<file path="config.mk">
export PLATFORM = sky130hd
export DESIGN_NAME = operand_sequencer
export DESIGN_NICKNAME = d
export VERILOG_FILES = /design/src/rtl/arith_pkg.sv /design/src/rtl/rise_detect.sv /design/src/rtl/operand_sequencer.sv
export SDC_FILE = /design/constraint.sdc
export NUM_CORES = 1
export LEC_CHECK = 0
export BUFFER_PORTS_ARGS = -buffer_cell sky130_fd_sc_hd__buf_2
export CAP_MARGIN = 20
export CORE_AREA = 3 3 40 42
export CTS_CLUSTER_DIAMETER = 50
export DETAILED_ROUTE_END_ITERATION = 7
export DIE_AREA = 0 0 43 45
export GPL_TIMING_DRIVEN = 0
export PLACE_DENSITY = 0.86
export RECOVER_POWER = 25
export SKIP_CTS_REPAIR_TIMING = 1
export SYNTH_ARGS = -nofsm -noshare
export SYNTH_HDL_FRONTEND = slang
export SYNTH_SLANG_ARGS = --single-unit
</file>
<file path="constraint.sdc">
create_clock -name i_clk -period 4.4 [get_ports i_clk]
set_clock_uncertainty 0.2 [all_clocks]
set_input_delay 0.66 -clock i_clk [delete_from_list [all_inputs] [get_ports i_clk]]
set_output_delay 0.66 -clock i_clk [all_outputs]
set_load 0.02 [all_outputs]
</file>
<file path="src/rtl/arith_pkg.sv">
// arith_pkg: shared definitions for the arithmetic unit.
//   - state_t         : operand_sequencer state encodings (also driven onto o_stage)
//   - OP_*            : opcode constants understood by the arithmetic units
//   - DEF_DATA_W/OP_W : default operand and opcode widths
//   - canon_sm()      : sign-magnitude zero canonicalisation at the default width
package arith_pkg;

    localparam int DEF_DATA_W = 3;
    localparam int DEF_OP_W   = 3;

    typedef enum logic [1:0] {
        S_A     = 2'b00,
        S_B     = 2'b01,
        S_OP    = 2'b10,
        S_VALID = 2'b11
    } state_t;

    localparam logic [DEF_OP_W-1:0] OP_ADD = 3'd0;
    localparam logic [DEF_OP_W-1:0] OP_SUB = 3'd1;
    localparam logic [DEF_OP_W-1:0] OP_MUL = 3'd2;
    localparam logic [DEF_OP_W-1:0] OP_DIV = 3'd3;
    localparam logic [DEF_OP_W-1:0] OP_REM = 3'd4;
    localparam logic [DEF_OP_W-1:0] OP_NEG = 3'd5;
    localparam logic [DEF_OP_W-1:0] OP_ABS = 3'd6;
    localparam logic [DEF_OP_W-1:0] OP_CMP = 3'd7;

    // Negative zero (sign set, magnitude zero) collapses to all zeros so
    // every consumer sees a single encoding of zero.
    function automatic logic [DEF_DATA_W-1:0] canon_sm(input logic [DEF_DATA_W-1:0] x);
        if (x[DEF_DATA_W-2:0] == '0)
            return '0;
        return x;
    endfunction

endpackage

</file>
<file path="src/rtl/rise_detect.sv">
// rise_detect: one-cycle pulse on a rising edge of a level input.
// Ports:
//   clk   - clock
//   rst_n - synchronous active-low reset; delayed bit loads RST_VAL
//   d     - level input (already synchronised)
//   pulse - d & ~d_q, combinational from d and the delayed bit
// With RST_VAL = 1 a level held high through reset release is not seen as
// an edge.
module rise_detect #(
    parameter logic RST_VAL = 1'b1
) (
    input  logic clk,
    input  logic rst_n,
    input  logic d,
    output logic pulse
);

    logic d_q;

    always_ff @(posedge clk) begin
        if (!rst_n)
            d_q <= RST_VAL;
        else
            d_q <= d;
    end

    assign pulse = d & ~d_q;

endmodule

</file>
<file path="src/rtl/operand_sequencer.sv">
// operand_sequencer: captures operand A, operand B and the opcode in turn
// from shared switches, one per Enter press, then presents the set.
// Ports:
//   i_clk    - clock
//   i_rst_n  - synchronous active-low reset
//   i_sw     - shared switches (operand, or opcode in the low OP_W bits)
//   i_enter  - Enter button level (debounced, synchronised)
//   i_clear  - synchronous abort, active-high, below reset in priority
//   i_ready  - consumer ready
//   o_A/o_B  - captured sign-magnitude operands (negative zero canonicalised)
//   o_op     - captured opcode
//   o_valid  - operand set presented
//   o_stage  - current state encoding (status LEDs / debug)
//   o_bz     - registered flag: magnitude of o_B is zero
//
// Handshake: a transfer happens on any rising edge where o_valid and
// i_ready are both 1. o_valid never drops without a transfer (except on
// reset/clear), and o_A/o_B/o_op/o_bz are stable whenever o_valid is 1.
// i_ready is ignored while o_valid is 0.
module operand_sequencer
    import arith_pkg::*;
#(
    parameter int DATA_W = DEF_DATA_W,
    parameter int OP_W   = DEF_OP_W
) (
    input  logic              i_clk,
    input  logic              i_rst_n,
    input  logic [DATA_W-1:0] i_sw,
    input  logic              i_enter,
    input  logic              i_clear,
    input  logic              i_ready,
    output logic [DATA_W-1:0] o_A,
    output logic [DATA_W-1:0] o_B,
    output logic [OP_W-1:0]   o_op,
    output logic              o_valid,
    output logic [1:0]        o_stage,
    output logic              o_bz
);

    state_t            state_q;
    state_t            state_d;
    logic              enter_pulse;
    logic              sw_mag_zero;
    logic [DATA_W-1:0] sw_canon;

    // Delayed Enter resets to 1 so a button held through reset is ignored.
    // It is not affected by i_clear.
    rise_detect #(
        .RST_VAL (1'b1)
    ) u_enter_edge (
        .clk   (i_clk),
        .rst_n (i_rst_n),
        .d     (i_enter),
        .pulse (enter_pulse)
    );

    assign sw_mag_zero = (i_sw[DATA_W-2:0] == '0);
    assign sw_canon    = sw_mag_zero ? '0 : i_sw;

    // Next-state logic
    always_comb begin
        state_d = state_q;
        if (i_clear) begin
            state_d = S_A;
        end else begin
            case (state_q)
                S_A:     if (enter_pulse) state_d = S_B;
                S_B:     if (enter_pulse) state_d = S_OP;
                S_OP:    if (enter_pulse) state_d = S_VALID;
                S_VALID: if (i_ready)     state_d = S_A;
                default:                  state_d = S_A;
            endcase
        end
    end

    always_ff @(posedge i_clk) begin
        if (!i_rst_n)
            state_q <= S_A;
        else
            state_q <= state_d;
    end

    // Capture registers; each loads only on its own state's Enter pulse,
    // so they hold through S_VALID and after a transfer.
    always_ff @(posedge i_clk) begin
        if (!i_rst_n || i_clear) begin
            o_A  <= '0;
            o_B  <= '0;
            o_op <= '0;
            o_bz <= 1'b1;
        end else if (enter_pulse) begin
            case (state_q)
                S_A: o_A <= sw_canon;
                S_B: begin
                    o_B  <= sw_canon;
                    o_bz <= sw_mag_zero;
                end
                S_OP:    o_op <= i_sw[OP_W-1:0];
                default: ;
            endcase
        end
    end

    assign o_valid = (state_q == S_VALID);
    assign o_stage = state_q;

endmodule

</file>
==> impl_metrics.prom <==
# TYPE chip_impl_metric gauge
chip_impl_metric{name="design_area",unit="sq um"} 744
chip_impl_metric{name="clkSinkCount",unit=""} 13
chip_impl_info{name="crit_path_start_kind",value="flip-flop"} 1
chip_impl_metric{name="number_of_global_route_vias_before_repair",unit=""} 489
chip_impl_metric{name="gr-total-overflow",unit=""} 0
chip_impl_metric{name="combinationalPowerShare",unit="%"} 8.9
chip_impl_metric{name="vias_per_cell",unit=""} 4.95
chip_impl_metric{name="synthesis.area_per_instance",unit="sq um"} 10.4
chip_impl_metric{name="yosysTopAreaCellShare",unit="%"} 43.1
chip_impl_metric{name="floorplan.core_area",unit="sq um"} 1280
chip_impl_metric{name="clkLatencyLatePin",unit="ns"} 0.27
chip_impl_info{name="cts_tree",value="yes"} 1
chip_impl_metric{name="drv_cap",unit=""} 0
chip_impl_metric{name="num_vias",unit=""} 480
chip_impl_info{name="top_library_cells_by_usage_in_the_layout_fill_and_taps_aside",value="sky130_fd_sc_hd__buf_2, sky130_fd_sc_hd__dfxtp_1, sky130_fd_sc_hd__mux2i_1"} 1
chip_impl_metric{name="timing.critical_path.buf_inv",unit=""} 1
chip_impl_metric{name="route.final.wire_length",unit="um"} 1110
chip_impl_metric{name="grt_max_degree",unit=""} 10
chip_impl_metric{name="max_stage_delay_on_crit_path",unit="ns"} 0.41
chip_impl_info{name="grt_setup_unrepaired",value="no"} 1
chip_impl_metric{name="die_w",unit="um"} 43
chip_impl_metric{name="arrival",unit="ns"} 1.06
chip_impl_metric{name="timing.setup.tns",unit="ns"} 0
chip_impl_info{name="cts_root_buffer",value="sky130_fd_sc_hd__clkbuf_4"} 1
chip_impl_metric{name="cts.htree.levels",unit=""} 1
chip_impl_metric{name="vdd.ir_drop.worst",unit="mV"} 0.165
chip_impl_info{name="post_synth_main_area_contributors",value="sky130_fd_sc_hd__dfxtp_1, sky130_fd_sc_hd__mux2i_1, sky130_fd_sc_hd__ha_1, sky130_fd_sc_hd__nor2_1, sky130_fd_sc_hd__o311ai_2"} 1
chip_impl_metric{name="finish.net_count",unit=""} 96
chip_impl_metric{name="number_of_antenna_violations_at_the_first_check_in_global_routing",unit=""} 0
chip_impl_info{name="hp-class",value="reg -> reg"} 1
chip_impl_metric{name="floorplan.die.height",unit="um"} 45
chip_impl_metric{name="placement_rows",unit=""} 13
chip_impl_metric{name="cts_buffer_depth",unit=""} 2
chip_impl_metric{name="post-dp-hpwl",unit="um"} 912
chip_impl_metric{name="final-setup-viol-count",unit=""} 0
chip_impl_metric{name="syn_to_final_growth",unit="%"} 23.2
chip_impl_metric{name="antenna-diode-count",unit=""} 0
chip_impl_metric{name="ys_seq_area_share",unit="%"} 43.1
chip_impl_metric{name="netSwitchingPower",unit="uW"} 47.6
chip_impl_metric{name="post_synth_instance_area",unit="sq um"} 604
chip_impl_metric{name="drt_iter0_drc",unit=""} 0
chip_impl_metric{name="final_layout_size_suffix_gt1_share",unit="%"} 30.5
chip_impl_metric{name="r2r_setup_slk",unit="ns"} 2.77
chip_impl_metric{name="die_area",unit="sq um"} 1940
chip_impl_metric{name="postSynthNetCount",unit=""} 71
chip_impl_metric{name="p_per_area",unit="nW/um^2"} 282
chip_impl_metric{name="final_period_utilization",unit="%"} 43.6
chip_impl_metric{name="final_hold_viol_count",unit=""} 0
chip_impl_metric{name="io_pins",unit=""} 21
chip_impl_info{name="outcome",value="completed"} 1
chip_impl_metric{name="clock_power_share",unit="%"} 34.0
chip_impl_metric{name="place_congestion",unit=""} 0.663
chip_impl_info{name="critical_path.cell_chain",value="ha_1 > buf_2"} 1
chip_impl_metric{name="yosys_register_bits",unit=""} 13
chip_impl_info{name="commonest_non_fill_non_tap_cell_in_the_layout",value="sky130_fd_sc_hd__buf_2"} 1
chip_impl_metric{name="drt_pass1_iterations",unit=""} 1
chip_impl_info{name="critical_path.top_delay_family",value="flip-flops"} 1
chip_impl_metric{name="swShare",unit="%"} 22.7
chip_impl_metric{name="wire_length_of_the_first_global_routing_pass",unit="um"} 1820
chip_impl_metric{name="worst_slew_pin_slew",unit="ns"} 0.381
chip_impl_metric{name="crit_required",unit="ns"} 3.54
chip_impl_metric{name="power_frac_seq",unit="%"} 57.1
chip_impl_metric{name="initial_utilization",unit="%"} 47.0
chip_impl_metric{name="report.final.slew_viol_count",unit=""} 0
chip_impl_metric{name="synthDistinctLibCells",unit=""} 16
chip_impl_metric{name="slew_headroom",unit="%"} 74.6
chip_impl_info{name="crit_path_end_kind",value="output port"} 1
chip_impl_info{name="timing_worst_setup_path_type",value="reg -> out"} 1
chip_impl_metric{name="drt-wirelength-per-cell",unit="um"} 11.5
chip_impl_metric{name="internal_power",unit="uW"} 162
chip_impl_metric{name="post_route_minimum_period",unit="ns"} 1.92
chip_impl_metric{name="crit_fanout",unit=""} 5
chip_impl_metric{name="fin_hold_ws",unit="ns"} 0.292
chip_impl_metric{name="p_leak",unit="nW"} 0.399
chip_impl_metric{name="remaining_drc_errors",unit=""} 0
chip_impl_metric{name="cts.reportedPaths.clkPinSlew",unit="ns"} 0.08
chip_impl_metric{name="fmax",unit="GHz"} 0.521
chip_impl_metric{name="dpl-instance-area",unit="sq um"} 723
chip_impl_metric{name="antenna_violating_nets_post_route",unit=""} 0
chip_impl_info{name="slowest_stage",value="sky130_fd_sc_hd__dfxtp_1"} 1
chip_impl_metric{name="cts_made_buffers",unit=""} 3
chip_impl_metric{name="port_buffers",unit=""} 20
chip_impl_metric{name="grt_usage",unit="%"} 12.5
chip_impl_metric{name="netlist_instances",unit=""} 58
chip_impl_metric{name="yosys_warnings",unit=""} 0
chip_impl_metric{name="n_fill_cell",unit=""} 106
chip_impl_info{name="synth_area_leader_cell",value="sky130_fd_sc_hd__dfxtp_1"} 1
final timing paths:
path,start,to,depth (start not counted)
worst max-delay path,o_stage[0]$_SDFFE_PP0P_,o_valid,2
worst min-delay path,o_B[2]$_SDFFE_PP0P_,o_B[2]$_SDFFE_PP0P_,2
worst max register to register,o_stage[0]$_SDFFE_PP0P_,o_stage[1]$_SDFFE_PP0P_,5
worst min register to register,o_B[2]$_SDFFE_PP0P_,o_B[2]$_SDFFE_PP0P_,2
cell usage after synthesis:
cell type / number
sky130_fd_sc_hd__nand3b_2: 1
sky130_fd_sc_hd__nand3b_1: 2
sky130_fd_sc_hd__and2b_1: 2
sky130_fd_sc_hd__o21a_1: 1
sky130_fd_sc_hd__inv_1: 3
sky130_fd_sc_hd__nor3_2: 1
sky130_fd_sc_hd__o21ai_0: 1
sky130_fd_sc_hd__ha_1: 5
sky130_fd_sc_hd__buf_1: 1
sky130_fd_sc_hd__nor2_1: 9
sky130_fd_sc_hd__dfxtp_1: 13
sky130_fd_sc_hd__mux2i_1: 11
sky130_fd_sc_hd__nand2_1: 4
sky130_fd_sc_hd__o311ai_2: 1
sky130_fd_sc_hd__a2bb2oi_2: 1
sky130_fd_sc_hd__nand2b_1: 2
state kept, by name, summed over array words and instances (netlist names):
name / flops
o_stage: 2
o_A: 3
o_op: 3
o_B: 3
u_enter_edge.d_q: 1
o_bz: 1
layout make-up:
| class | count | area, sq um | area share (%) |
|---|---|---|---|
| Timing Repair Buffer | 20 | 98.8 | 13.3 |
| Clock buffer | 4 | 26.3 | 3.53 |
| Sequential cell | 13 | 260 | 35.0 |
| Tap cell | 15 | 18.8 | 2.52 |
| Inverter | 3 | 11.3 | 1.51 |
| Buffer | 1 | 3.75 | 0.504 |
| Multi-Input combinational cell | 41 | 325 | 43.7 |
logic make-up (layout without fill, tap and decap cells):
family | Yosys count | count (layout) | share of synthesized area (%)
AND/OR/NAND/NOR | 21 | 21 | 18.6
flip-flops | 13 | 13 | 43.1
multiplexers | 11 | 11 | 18.2
adder cells (fa/ha/maj) | 5 | 5 | 10.4
AO/OA/AOI/OAI | 4 | 4 | 7.25
buffers and inverters | 4 | 28 | 2.48
stage by stage:
| stage | utilization, % | worst slack (ns) | total power, mW | instances |
|---|---|---|---|---|
| 2_1_floorplan | - | 2.72 | 0.134 | 58 |
| 3_3_place_gp | 56.3 | 2.78 | 0.141 | 93 |
| 3_5_place_dp | 56.3 | 2.78 | 0.142 | 93 |
| 4_1_cts | 58.3 | 2.47 | 0.213 | 97 |
| 5_1_grt | 57.9 | 2.41 | 0.218 | 97 |
| 6_report | 57.9 | 2.48 | 0.210 | 97 |
power by group through the flow:
stage | registers [mW] | clock network (mW) | logic (mW)
2_1_floorplan | 0.124 | 0 | 0.0105
3_3_place_gp | 0.123 | 0 | 0.0187
3_5_place_dp | 0.123 | 0 | 0.0192
4_1_cts | 0.120 | 0.0742 | 0.0192
5_1_grt | 0.120 | 0.0776 | 0.0207
6_report | 0.120 | 0.0715 | 0.0187
metal layers:
layer | vias up | wire [um] | part of all wire [%] | GRT usage (%)
met3 | 4 | 54 | 4.9 | 2.79
met2 | 11 | 547 | 49 | 21.9
met1 | 220 | 491 | 44 | 13.4
met4 | 0 | 20 | 1.8 | 9.04
met5 | - | 0 | 0 | 0
li1 | 245 | - | - | -
worst min-delay path, stage by stage (launching register included):
cell,delay (ns)
sky130_fd_sc_hd__dfxtp_1,0.32
sky130_fd_sc_hd__mux2i_1,0.06
sky130_fd_sc_hd__nor2_1,0.07
Note: power is estimated with default switching activity, not from simulation.
